$ cat src/rtl/dispmem_arbiter_pkg.sv
// Shared display-memory types: address/data words, the write payload and the
// host read FSM encoding used by dispmem_arbiter.
package video_package;

  localparam int unsigned DISPADDR_W      = 12;
  localparam int unsigned DISPDATA_W      = 8;
  localparam int unsigned NUM_DISP_WR_MAX = 4;
  localparam int unsigned WR_PTR_W        = 2;  // indexes up to NUM_DISP_WR_MAX requesters

  typedef logic [DISPADDR_W-1:0] disp_addr_t;
  typedef logic [DISPDATA_W-1:0] disp_data_t;

  typedef struct packed {
    disp_addr_t addr;
    disp_data_t data;
  } disp_wr_t;

  typedef enum logic [1:0] {
    R_IDLE = 2'd0,
    R_PEND = 2'd1,
    R_DATA = 2'd2
  } arb_rd_state_t;

endpackage

$ cat src/rtl/dispmem_arbiter_rr_arbiter.sv
// Round-robin selector: one-hot grant to the first requester found searching
// upward from ptr with wrap-around.
module rr_arbiter
  import video_package::*;
#(
  parameter int unsigned NUM_WR = 2
) (
  input  logic [NUM_WR-1:0]   req,
  input  logic [WR_PTR_W-1:0] ptr,
  output logic [NUM_WR-1:0]   grant
);

  function automatic int rot_idx(input logic [WR_PTR_W-1:0] p, input int off);
    int s;
    s = int'(p) + off;
    return (s >= int'(NUM_WR)) ? s - int'(NUM_WR) : s;
  endfunction

  always_comb begin
    logic found;
    grant = '0;
    found = 1'b0;
    for (int i = 0; i < int'(NUM_WR); i++) begin
      for (int n = 0; n < int'(NUM_WR); n++) begin
        if (!found && req[n] && (n == rot_idx(ptr, i))) begin
          grant[n] = 1'b1;
          found    = 1'b1;
        end
      end
    end
  end

endmodule

$ cat src/rtl/dispmem_arbiter.sv
// Display-memory arbiter: video reads pass straight through with top priority,
// host reads steal idle read-port cycles, writers share the write port round-robin.
module dispmem_arbiter
  import video_package::*;
#(
  parameter int unsigned NUM_WR         = 2,
  parameter bit          WR_VBLANK_ONLY = 1'b0
) (
  input  logic                    clk,
  input  logic                    rst_ni,
  input  logic                    v_visible_i,
  input  logic                    vid_rd_en_i,
  input  disp_addr_t              vid_rd_addr_i,
  output disp_data_t              vid_rd_data_o,
  input  logic                    host_rd_req_i,
  input  disp_addr_t              host_rd_addr_i,
  output logic                    host_rd_ack_o,
  output disp_data_t              host_rd_data_o,
  input  logic [NUM_WR-1:0]       wr_req_i,
  output logic [NUM_WR-1:0]       wr_ack_o,
  input  disp_addr_t [NUM_WR-1:0] wr_addr_i,
  input  disp_data_t [NUM_WR-1:0] wr_data_i,
  output logic                    mem_rd_en_o,
  output disp_addr_t              mem_rd_addr_o,
  input  disp_data_t              mem_rd_data_i,
  output logic                    mem_wr_en_o,
  output disp_addr_t              mem_wr_addr_o,
  output disp_data_t              mem_wr_data_o
);

  arb_rd_state_t       rd_state;
  arb_rd_state_t       rd_state_nxt;
  disp_addr_t          host_addr_q;
  logic                host_accept;
  logic                host_issue;
  logic                host_done;

  logic                wr_open;
  logic [NUM_WR-1:0]   wr_elig;
  logic [NUM_WR-1:0]   wr_grant;
  logic [WR_PTR_W-1:0] wr_ptr;
  logic [WR_PTR_W-1:0] wr_ptr_nxt;
  disp_wr_t            wr_sel;

  // Host read FSM: state register
  always_ff @(posedge clk) begin
    if (!rst_ni) begin
      rd_state <= R_IDLE;
    end else begin
      rd_state <= rd_state_nxt;
    end
  end

  // Host read FSM: next state
  always_comb begin
    rd_state_nxt = rd_state;
    case (rd_state)
      R_IDLE:  if (host_rd_req_i && !host_rd_ack_o) rd_state_nxt = R_PEND;
      R_PEND:  if (!vid_rd_en_i) rd_state_nxt = R_DATA;
      R_DATA:  rd_state_nxt = R_IDLE;
      default: rd_state_nxt = R_IDLE;
    endcase
  end

  // Host read FSM: outputs; video owns the read port whenever it asks
  always_comb begin
    host_accept   = (rd_state == R_IDLE) && host_rd_req_i && !host_rd_ack_o;
    host_issue    = (rd_state == R_PEND) && !vid_rd_en_i;
    host_done     = (rd_state == R_DATA);
    mem_rd_en_o   = vid_rd_en_i | host_issue;
    mem_rd_addr_o = vid_rd_en_i ? vid_rd_addr_i : host_addr_q;
    vid_rd_data_o = mem_rd_data_i;
  end

  always_ff @(posedge clk) begin
    if (!rst_ni) begin
      host_rd_ack_o  <= 1'b0;
      host_rd_data_o <= '0;
      host_addr_q    <= '0;
    end else begin
      host_rd_ack_o <= host_done;
      if (host_done)   host_rd_data_o <= mem_rd_data_i;
      if (host_accept) host_addr_q    <= host_rd_addr_i;
    end
  end

  // A requester already acked this cycle is treated as done, not re-requesting
  always_comb begin
    wr_open = !(WR_VBLANK_ONLY && v_visible_i);
    wr_elig = wr_open ? (wr_req_i & ~wr_ack_o) : '0;
  end

  rr_arbiter #(.NUM_WR(NUM_WR)) u_rr (
    .req   (wr_elig),
    .ptr   (wr_ptr),
    .grant (wr_grant)
  );

  // Winner's payload; the requester after the winner becomes highest priority
  always_comb begin
    wr_sel     = '0;
    wr_ptr_nxt = wr_ptr;
    for (int n = 0; n < int'(NUM_WR); n++) begin
      if (wr_grant[n]) begin
        wr_sel.addr = wr_addr_i[n];
        wr_sel.data = wr_data_i[n];
        wr_ptr_nxt  = (n == int'(NUM_WR) - 1) ? '0 : WR_PTR_W'(n + 1);
      end
    end
  end

  always_ff @(posedge clk) begin
    if (!rst_ni) begin
      wr_ack_o      <= '0;
      mem_wr_en_o   <= 1'b0;
      mem_wr_addr_o <= '0;
      mem_wr_data_o <= '0;
      wr_ptr        <= '0;
    end else begin
      wr_ack_o    <= wr_grant;
      mem_wr_en_o <= |wr_grant;
      if (|wr_grant) begin
        mem_wr_addr_o <= wr_sel.addr;
        mem_wr_data_o <= wr_sel.data;
        wr_ptr        <= wr_ptr_nxt;
      end
    end
  end

endmodule

$ cat config.mk
export PLATFORM = sky130hd
export DESIGN_NAME = dispmem_arbiter
export DESIGN_NICKNAME = d
export VERILOG_FILES = /design/src/rtl/dispmem_arbiter_pkg.sv /design/src/rtl/dispmem_arbiter_rr_arbiter.sv /design/src/rtl/dispmem_arbiter.sv
export SDC_FILE = /design/constraint.sdc
export NUM_CORES = 1
export LEC_CHECK = 0
export CAP_MARGIN = 0
export CORE_MARGIN = 1.5
export CORE_UTILIZATION = 33
export CTS_BUF_LIST = sky130_fd_sc_hd__clkbuf_16
export DETAILED_ROUTE_END_ITERATION = 16
export GPL_ROUTABILITY_DRIVEN = 0
export GPL_TIMING_DRIVEN = 0
export PLACE_DENSITY = 0.85
export SLEW_MARGIN = 15
export SYNTH_ARGS = -nofsm -noshare
export SYNTH_HDL_FRONTEND = slang
export SYNTH_SLANG_ARGS = --single-unit
$ cat constraint.sdc
create_clock -name clk -period 1.53 [get_ports clk]
set_input_delay 0.2295 -clock clk [delete_from_list [all_inputs] [get_ports clk]]
set_output_delay 0.2295 -clock clk [all_outputs]
set_load 0.01 [all_outputs]
==> results.rst, run 1 <==
.. list-table::
   :header-rows: 1

   * - Metric
     - Value
   * - Flop pwr share
     - 43.3%
   * - Worst-case reg-to-reg path depth
     - 4
   * - Cell count of the worst hold path
     - 2
   * - Power density relative to cell area
     - 834 nW/um^2
   * - Critical path data required time
     - 1700 ps
   * - Arrival time worst endpoint
     - 1670 ps
   * - Slew Viols, Final
     - 0
   * - Count of pins on the block boundary
     - 132
   * - Cell chosen for the clock root
     - sky130_fd_sc_hd__clkbuf_16
   * - Number of instances in the synthesized netlist
     - 228
   * - Worst path setup slack after routing
     - 21.7 ps
   * - Largest incremental delay on the critical path
     - 400 ps
   * - Average size of a mapped cell
     - 9.37 sq um
   * - Relative contribution of the clock network to total power
     - 31.6%
   * - Count of warnings emitted by yosys
     - 0
   * - Num Clock Sinks
     - 47
   * - Layout overhead on the synthesized area
     - 76.1%
   * - DR vias/cell
     - 4.80
   * - Min-Delay Endpoint
     - host_addr_q[0]$_SDFFE_PN0P_
   * - Detailed-router iteration count before antenna repair
     - 4
   * - Global-route wire length before repair
     - 10400 um
   * - Worst-Margin Slew
     - 514 ps
   * - Number of vias after detailed routing
     - 2151
   * - Critical-path top delay cell
     - sky130_fd_sc_hd__or3b_4
   * - Total Die Area
     - 6960 sq um
   * - Setup slack at placement
     - -548 ps
   * - Vias in the first global route
     - 2242
   * - Number of buffers added on ports
     - 128
   * - CTS tree
     - built
   * - Clk_skew
     - 4.55 ps
   * - Result of the run
     - completed
   * - Hold Fails Final Rpt
     - 0
   * - Worst reg2reg path endpoint
     - mem_wr_data_o[6]$_SDFFE_PN0P_
   * - Number of diodes added for antenna fixing
     - 0
   * - Clock latency on the worst-skew pair
     - 280 ps
   * - Syn_nets
     - 307
   * - Core utilization of the finished layout
     - 59.6%
   * - Part of the power in combinational logic
     - 25.1%
   * - Final total negative setup slack
     - 0 ps
   * - Achievable Freq
     - 0.663 GHz
   * - 1st-iter DRT viols
     - 50
   * - Number of nets in the final layout
     - 451
   * - Fraction of final layout cells sized beyond drive strength 1
     - 18.1%
   * - Starting density of the core
     - 33.8%
   * - Dominant synthesized flop cell
     - sky130_fd_sc_hd__dfxtp_1
   * - Dominant delay contributor by cell family on the critical path
     - simple AND/OR/NAND/NOR gates
   * - Die extent in y
     - 83.5 um
   * - Net switching power figure
     - 0.000740 W
   * - Final Critical Period
     - 1510 ps
   * - Total routing resource utilization after global routing
     - 18.3%
   * - H-tree levels
     - 2
   * - Detailed-route DRC error count
     - 0
   * - Count of hold buffers inserted by post-cts repair
     - 0
   * - HPWL after detailed placement
     - 4630 um
   * - Filler cells
     - 565
   * - Die X-Extent
     - 83.5 um
   * - Count of max-cap constraint violations
     - 0
   * - Count of flip-flops with a built-in enable after synthesis
     - 0
   * - Total grt overflow
     - 0
   * - Netlist area before placement
     - 2140 sq um
   * - Flip-flop and latch count after synthesis
     - 47
   * - Initial antenna violation count
     - 0
   * - Post-route fraction of the period consumed by the critical path
     - 98.6%
   * - Crit. End Element
     - flip-flop
   * - Reg clk slew, reported paths
     - 60 ps
   * - Peak ir drop on the vdd network
     - 495 uV
   * - Distinct cell type count after synthesis
     - 33
   * - Start-to-end type of the worst setup path
     - flip-flop to flip-flop
   * - Leakage Power
     - 1.50 nW
   * - Worst Hold Slack
     - 361 ps
   * - HP Start
     - rst_ni
   * - Crit path buffers/inverters
     - 1
   * - Cell internal power dissipation
     - 0.00240 W
   * - Site Rows
     - 29
   * - Total core area
     - 6310 sq um
   * - Sequential fraction of the synthesis area
     - 44.1%
   * - Maximum number of pins on one net before global-route repair
     - 13
   * - Critical-path cell list
     - or3b_4 > and3_4 > buf_16 > a221o_1
   * - Asr flop ratio synth
     - 0%
   * - Count of antenna-violating nets left after detailed routing
     - 0
   * - Maximum number of buffers from clock root to sink
     - 2
   * - Total routed wirelength
     - 6230 um
   * - Mean routed wirelength per cell
     - 13.9 um
   * - CP Max Fanout
     - 6
   * - Unrepaired setup endpoints after global routing
     - no
   * - Startpoint type of the worst setup path
     - flip-flop
   * - Class of the worst hold path
     - primary input to flip-flop
   * - Inserted Clock Buffers
     - 5
   * - Origin of the critical flop-to-flop path
     - wr_ack_o[0]$_SDFF_PN0_
   * - Slew margin rel.
     - 65.7%
   * - Reg-to-reg slack, setup
     - 20 ps
   * - Switching Share
     - 23.6%
   * - Final count of negative-setup-slack endpoints
     - 0
## cell usage in the layout, fill, tap and decap left out, types with 4 or more instances in the layout
cell,n
sky130_fd_sc_hd__clkdlybuf4s50_1,106
sky130_fd_sc_hd__nand2_1,57
sky130_fd_sc_hd__dfxtp_1,43
sky130_fd_sc_hd__a21boi_0,21
sky130_fd_sc_hd__dlygate4sd2_1,20
sky130_fd_sc_hd__nor3_1,17
sky130_fd_sc_hd__buf_4,16
sky130_fd_sc_hd__mux2_2,12
sky130_fd_sc_hd__a221o_1,9
sky130_fd_sc_hd__a221o_2,8
sky130_fd_sc_hd__buf_6,7
sky130_fd_sc_hd__clkbuf_1,6
sky130_fd_sc_hd__and3_4,5
sky130_fd_sc_hd__clkbuf_16,5
sky130_fd_sc_hd__and3_1,4
sky130_fd_sc_hd__dfxtp_2,4
## repair_timing
item	4_1_cts	5_1_grt
hold endpoints to repair	0	0
gates resized for setup	43	8
setup endpoints to repair	49	16
setup buffers	9	1
pin swaps	5	11
cloned	2	0
## stage by stage
step	instance area, sq um	cells	total power, W
final	3760	448	0.00314
after global routing	3760	448	0.00329
after CTS	3750	448	0.00318
after detailed placement	3510	433	0.00215
after global placement	3510	433	0.00213
after floorplan	2140	228	0.00170
## flip-flops by register name (all words and copies together), names as in the netlist
signal and flops:
host_rd_ack_o 1, mem_wr_data_o 8, mem_wr_en_o 1, host_addr_q 12, wr_ptr 1, mem_wr_addr_o 12
rd_state 2, host_rd_data_o 8, wr_ack_o 2
## how the worst max path moves through the flow
stage | startpoint | endpoint | slack [ps] | cells after the start
floorplan | wr_ack_o[0]$_SDFF_PN0_ | mem_wr_addr_o[0]$_SDFFE_PN0P_ | -30 | 5
global route | wr_ack_o[0]$_SDFF_PN0_ | mem_wr_data_o[2]$_SDFFE_PN0P_ | 1 | 5
global placement | vid_rd_en_i | mem_rd_addr_o[6] | -480 | 4
finish | wr_ack_o[0]$_SDFF_PN0_ | mem_wr_data_o[6]$_SDFFE_PN0P_ | 20 | 4
CTS | wr_ptr[0]$_SDFFE_PN0P_ | mem_wr_addr_o[11]$_SDFFE_PN0P_ | -0.08 | 4
detailed placement | vid_rd_en_i | mem_rd_addr_o[8] | -550 | 4
## area by class of cell
class | count | area, sq um | share of cell area (%)
Clock inverter | 1 | 3.75 | 0.0998
Sequential cell | 47 | 946 | 25.1
Timing Repair Buffer | 138 | 1360 | 36.1
Multi-Input combinational cell | 153 | 1020 | 27.2
Inverter | 1 | 3.75 | 0.0998
Tap cell | 77 | 96.3 | 2.56
Clock buffer | 5 | 125 | 3.33
Buffer | 26 | 203 | 5.39
## power groups by stage
| stage | sequential, W | clock (W) | combinational, W |
|---|---|---|---|
| 5_1_grt | 0.00137 | 0.00107 | 0.000851 |
| 3_5_place_dp | 0.00138 | 0 | 0.000767 |
| 4_1_cts | 0.00136 | 0.00103 | 0.000792 |
| 3_3_place_gp | 0.00138 | 0 | 0.000753 |
| 2_1_floorplan | 0.00140 | 0 | 0.000292 |
| 6_report | 0.00136 | 0.000991 | 0.000788 |
## synth_stat cells, types with 2 or more instances
cell type / instances / share of area, %
sky130_fd_sc_hd__nand2_1: 57 / 10
sky130_fd_sc_hd__nor3b_1: 3 / 1.1
sky130_fd_sc_hd__buf_6: 5 / 2.6
sky130_fd_sc_hd__clkbuf_1: 11 / 1.9
sky130_fd_sc_hd__o31a_1: 3 / 1.2
sky130_fd_sc_hd__nor2b_1: 2 / 0.59
sky130_fd_sc_hd__nor3_1: 17 / 4.0
sky130_fd_sc_hd__dfxtp_1: 47 / 44
sky130_fd_sc_hd__a21boi_0: 21 / 7.4
sky130_fd_sc_hd__a221o_2: 8 / 4.2
sky130_fd_sc_hd__and3_2: 3 / 1.1
sky130_fd_sc_hd__mux2_2: 12 / 6.3
sky130_fd_sc_hd__buf_4: 8 / 2.8
sky130_fd_sc_hd__a221o_1: 9 / 4.2
sky130_fd_sc_hd__and3_1: 4 / 1.2
## layer usage
metal  part of all wire [%]  GRT usage, %  vias to the layer above  wire, um
met5                      0             0                        -         0
met4                   0.35          3.58                        0        22
met3                    8.8          5.93                        2       546
met2                     50          33.6                       87      3100
met1                     41          20.8                      977      2560
li1                       -             -                     1085         -
## logic make-up after synthesis
kind of cell,share of synthesized area [%]
and+or+nand+nor,21.9
AOI/OAI and AO/OA,18.2
muxes,6.33
DFF,44.1
buffers and inverters,9.49
Power figures use the tool's default switching activity.
==> run 2, diff against run 1 <==
Settings changed: CAP_MARGIN 0 to 20, CORE_ASPECT_RATIO set to 2.
==> results.rst, run 2 (synthesized netlist as in run 1, its figures left out) <==
.. list-table::
   :header-rows: 1

   * - Metric
     - Value
   * - Number of buffers added on ports
     - 128
   * - Number of placed instances with taps included
     - 442
   * - Result of the run
     - finished, violations left
   * - Dominant delay contributor by cell family on the critical path
     - simple AND/OR/NAND/NOR gates
   * - Power density relative to cell area
     - 883 nW/um^2
   * - Peak ir drop on the vdd network
     - 648 uV
   * - Site Rows
     - 41
   * - Total routing resource utilization after global routing
     - 18.6%
   * - Core utilization of the finished layout
     - 60.6%
   * - Unrepaired setup endpoints after global routing
     - yes
   * - Cell chosen for the clock root
     - sky130_fd_sc_hd__clkbuf_16
   * - DR vias/cell
     - 4.68
   * - Violated checks
     - negative setup slack
   * - 1st-iter DRT viols
     - 37
   * - Count of antenna-violating nets left after detailed routing
     - 0
   * - Met3 GRT Util
     - 3.19%
   * - Cell internal power dissipation
     - 0.00257 W
   * - Hold Fails Final Rpt
     - 0
   * - Worst path setup slack after routing
     - -11.0 ps
   * - Number of diodes added for antenna fixing
     - 0
   * - Die extent in y
     - 117 um
   * - Relative contribution of the clock network to total power
     - 36.2%
   * - Final non-filler cell total
     - 457
   * - Fraction of final layout cells sized beyond drive strength 1
     - 18.6%
   * - Layout overhead on the synthesized area
     - 77.6%
   * - Leading cell types in the layout, fill and taps excluded
     - 105 x sky130_fd_sc_hd__clkdlybuf4s50_1, 57 x sky130_fd_sc_hd__nand2_1, 42 x sky130_fd_sc_hd__dfxtp_1
   * - Critical-path top delay cell
     - sky130_fd_sc_hd__or3b_4
   * - Maximum number of buffers from clock root to sink
     - 2
   * - Top flop regs
     - host_addr_q: 12 flops, mem_wr_addr_o: 12 flops
   * - Largest incremental delay on the critical path
     - 400 ps
   * - Post-route fraction of the period consumed by the critical path
     - 101%
   * - H-tree levels
     - 2
   * - Slew margin rel.
     - 67.2%
   * - Final count of negative-setup-slack endpoints
     - 3
   * - HPWL after detailed placement
     - 5080 um
   * - Leakage Power
     - 1.52 nW
   * - Die X-Extent
     - 59.9 um
   * - Arrival time worst endpoint
     - 1710 ps
   * - Total core area
     - 6260 sq um
   * - Vias in the first global route
     - 2148
   * - Flop pwr share
     - 40.5%
   * - Net switching power figure
     - 0.000780 W
   * - Maximum number of pins on one net before global-route repair
     - 15
   * - Mean routed wirelength per cell
     - 14.4 um
   * - Initial antenna violation count
     - 0
   * - Part of the power in combinational logic
     - 23.3%
   * - Switching Share
     - 23.3%
   * - Slew Viols, Final
     - 0
   * - Starting density of the core
     - 34.1%
   * - Met1 track utilization from global routing
     - 18.1%
   * - Count of pins on the block boundary
     - 132
   * - Total grt overflow
     - 0
   * - Met2 Use GR
     - 36.4%
   * - Count of max-cap constraint violations
     - 0
   * - Reg clk slew, reported paths
     - 70 ps
   * - Worst-Margin Slew
     - 492 ps
   * - Startpoint type of the worst setup path
     - flip-flop
   * - Clk_skew
     - 6.16 ps
   * - CP Max Fanout
     - 7
   * - Class of the worst hold path
     - primary input to flip-flop
   * - Crit path buffers/inverters
     - 1
   * - CTS tree
     - built
   * - Critical path data required time
     - 1700 ps
   * - Total Die Area
     - 6990 sq um
   * - Number of nets in the final layout
     - 449
   * - Layer carrying the most global-route usage
     - met2
   * - Detailed-route DRC error count
     - 0
   * - Most common cell after layout, fill and taps aside
     - sky130_fd_sc_hd__clkdlybuf4s50_1
   * - Clock latency on the worst-skew pair
     - 280 ps
   * - Detailed-router iteration count before antenna repair
     - 4
   * - Crit. End Element
     - flip-flop
   * - Critical-path cell list
     - or3b_4 > and3_4 > buf_6 > a221o_2
   * - Num Clock Sinks
     - 47
   * - Achievable Freq
     - 0.649 GHz
   * - Number of vias after detailed routing
     - 2138
   * - Global-route wire length before repair
     - 9850 um
   * - Start-to-end type of the worst setup path
     - flip-flop to flip-flop
   * - Total routed wirelength
     - 6570 um
   * - Count of hold buffers inserted by post-cts repair
     - 0
   * - Inserted Clock Buffers
     - 5
   * - Final Critical Period
     - 1540 ps
-- run 2: cell types whose count changed in the layout (fill, tap and decap cells not counted), moves of 2 or more --
cell,change
sky130_fd_sc_hd__and3_4,-3
sky130_fd_sc_hd__buf_4,-2
sky130_fd_sc_hd__clkdlybuf4s15_1,-2
sky130_fd_sc_hd__clkbuf_2,+2
sky130_fd_sc_hd__and3_2,+3
sky130_fd_sc_hd__dlygate4sd2_1,+3
sky130_fd_sc_hd__buf_6,-2
-- run 2: layout make-up --
class,count,area (sq um)
timing repair buffer,136,1350
fill,578,2470
sequential,47,950
clock buffer,5,125
multi-input combinational,152,1010
inverter,1,3.75
tap,86,108
buffer,27,211
clock inverter,3,38.8
-- run 2: per-layer routing --
metal	wire, um	share of wire, %	vias up
met3	305	4.6	6
met2	3900	59	78
met1	2300	35	979
met4	72	1.1	0
li1	-	-	1075
met5	0	0	-
-- run 2: worst paths after layout --
| kind | startpoint | end | slack, ps | cells past startpoint |
|---|---|---|---|---|
| worst max-delay path | wr_ptr[0]$_SDFFE_PN0P_ | mem_wr_addr_o[9]$_SDFFE_PN0P_ | -10 | 4 |
| worst min-delay path | rst_ni | host_addr_q[4]$_SDFFE_PN0P_ | 390 | 2 |
| worst max register to register | wr_ptr[0]$_SDFFE_PN0P_ | mem_wr_addr_o[9]$_SDFFE_PN0P_ | -10 | 4 |
| worst min register to register | host_addr_q[2]$_SDFFE_PN0P_ | host_addr_q[2]$_SDFFE_PN0P_ | 460 | 2 |
-- run 2: power groups by stage --
stage / Combinational, W / Sequential (W) / Clock (W)
after floorplan: 0.000292 / 0.00140 / 0
after global placement: 0.000755 / 0.00138 / 0
after detailed placement: 0.000773 / 0.00138 / 0
after CTS: 0.000784 / 0.00136 / 0.00124
after global routing: 0.000840 / 0.00137 / 0.00129
final: 0.000781 / 0.00136 / 0.00121
-- run 2: stage by stage --
step / hold WS (ps) / total power [W] / cell area [sq um] / setup WS (ps) / setup TNS (ps)
floorplan: 368 / 0.00170 / 2140 / -25.9 / -233
global placement: 451 / 0.00214 / 3530 / -510 / -16250
detailed placement: 457 / 0.00216 / 3530 / -564 / -18530
CTS: 390 / 0.00338 / 3780 / -17.0 / -51.2
global route: 414 / 0.00349 / 3790 / -41.1 / -271
finish: 391 / 0.00335 / 3790 / -11.0 / -19.0
-- run 2: what timing repair did --
action,in CTS,in global routing
setup endpoints to repair,49,20
buffers inserted,6,1
pin swaps,11,6
gates resized for setup,40,5
gates cloned,1,0
==> run 3, diff against run 2 <==
Settings changed: SLEW_MARGIN 15 to 20.
==> results of run 3 <==
The final DEF is identical to that of run 2; final timing and power are the same.
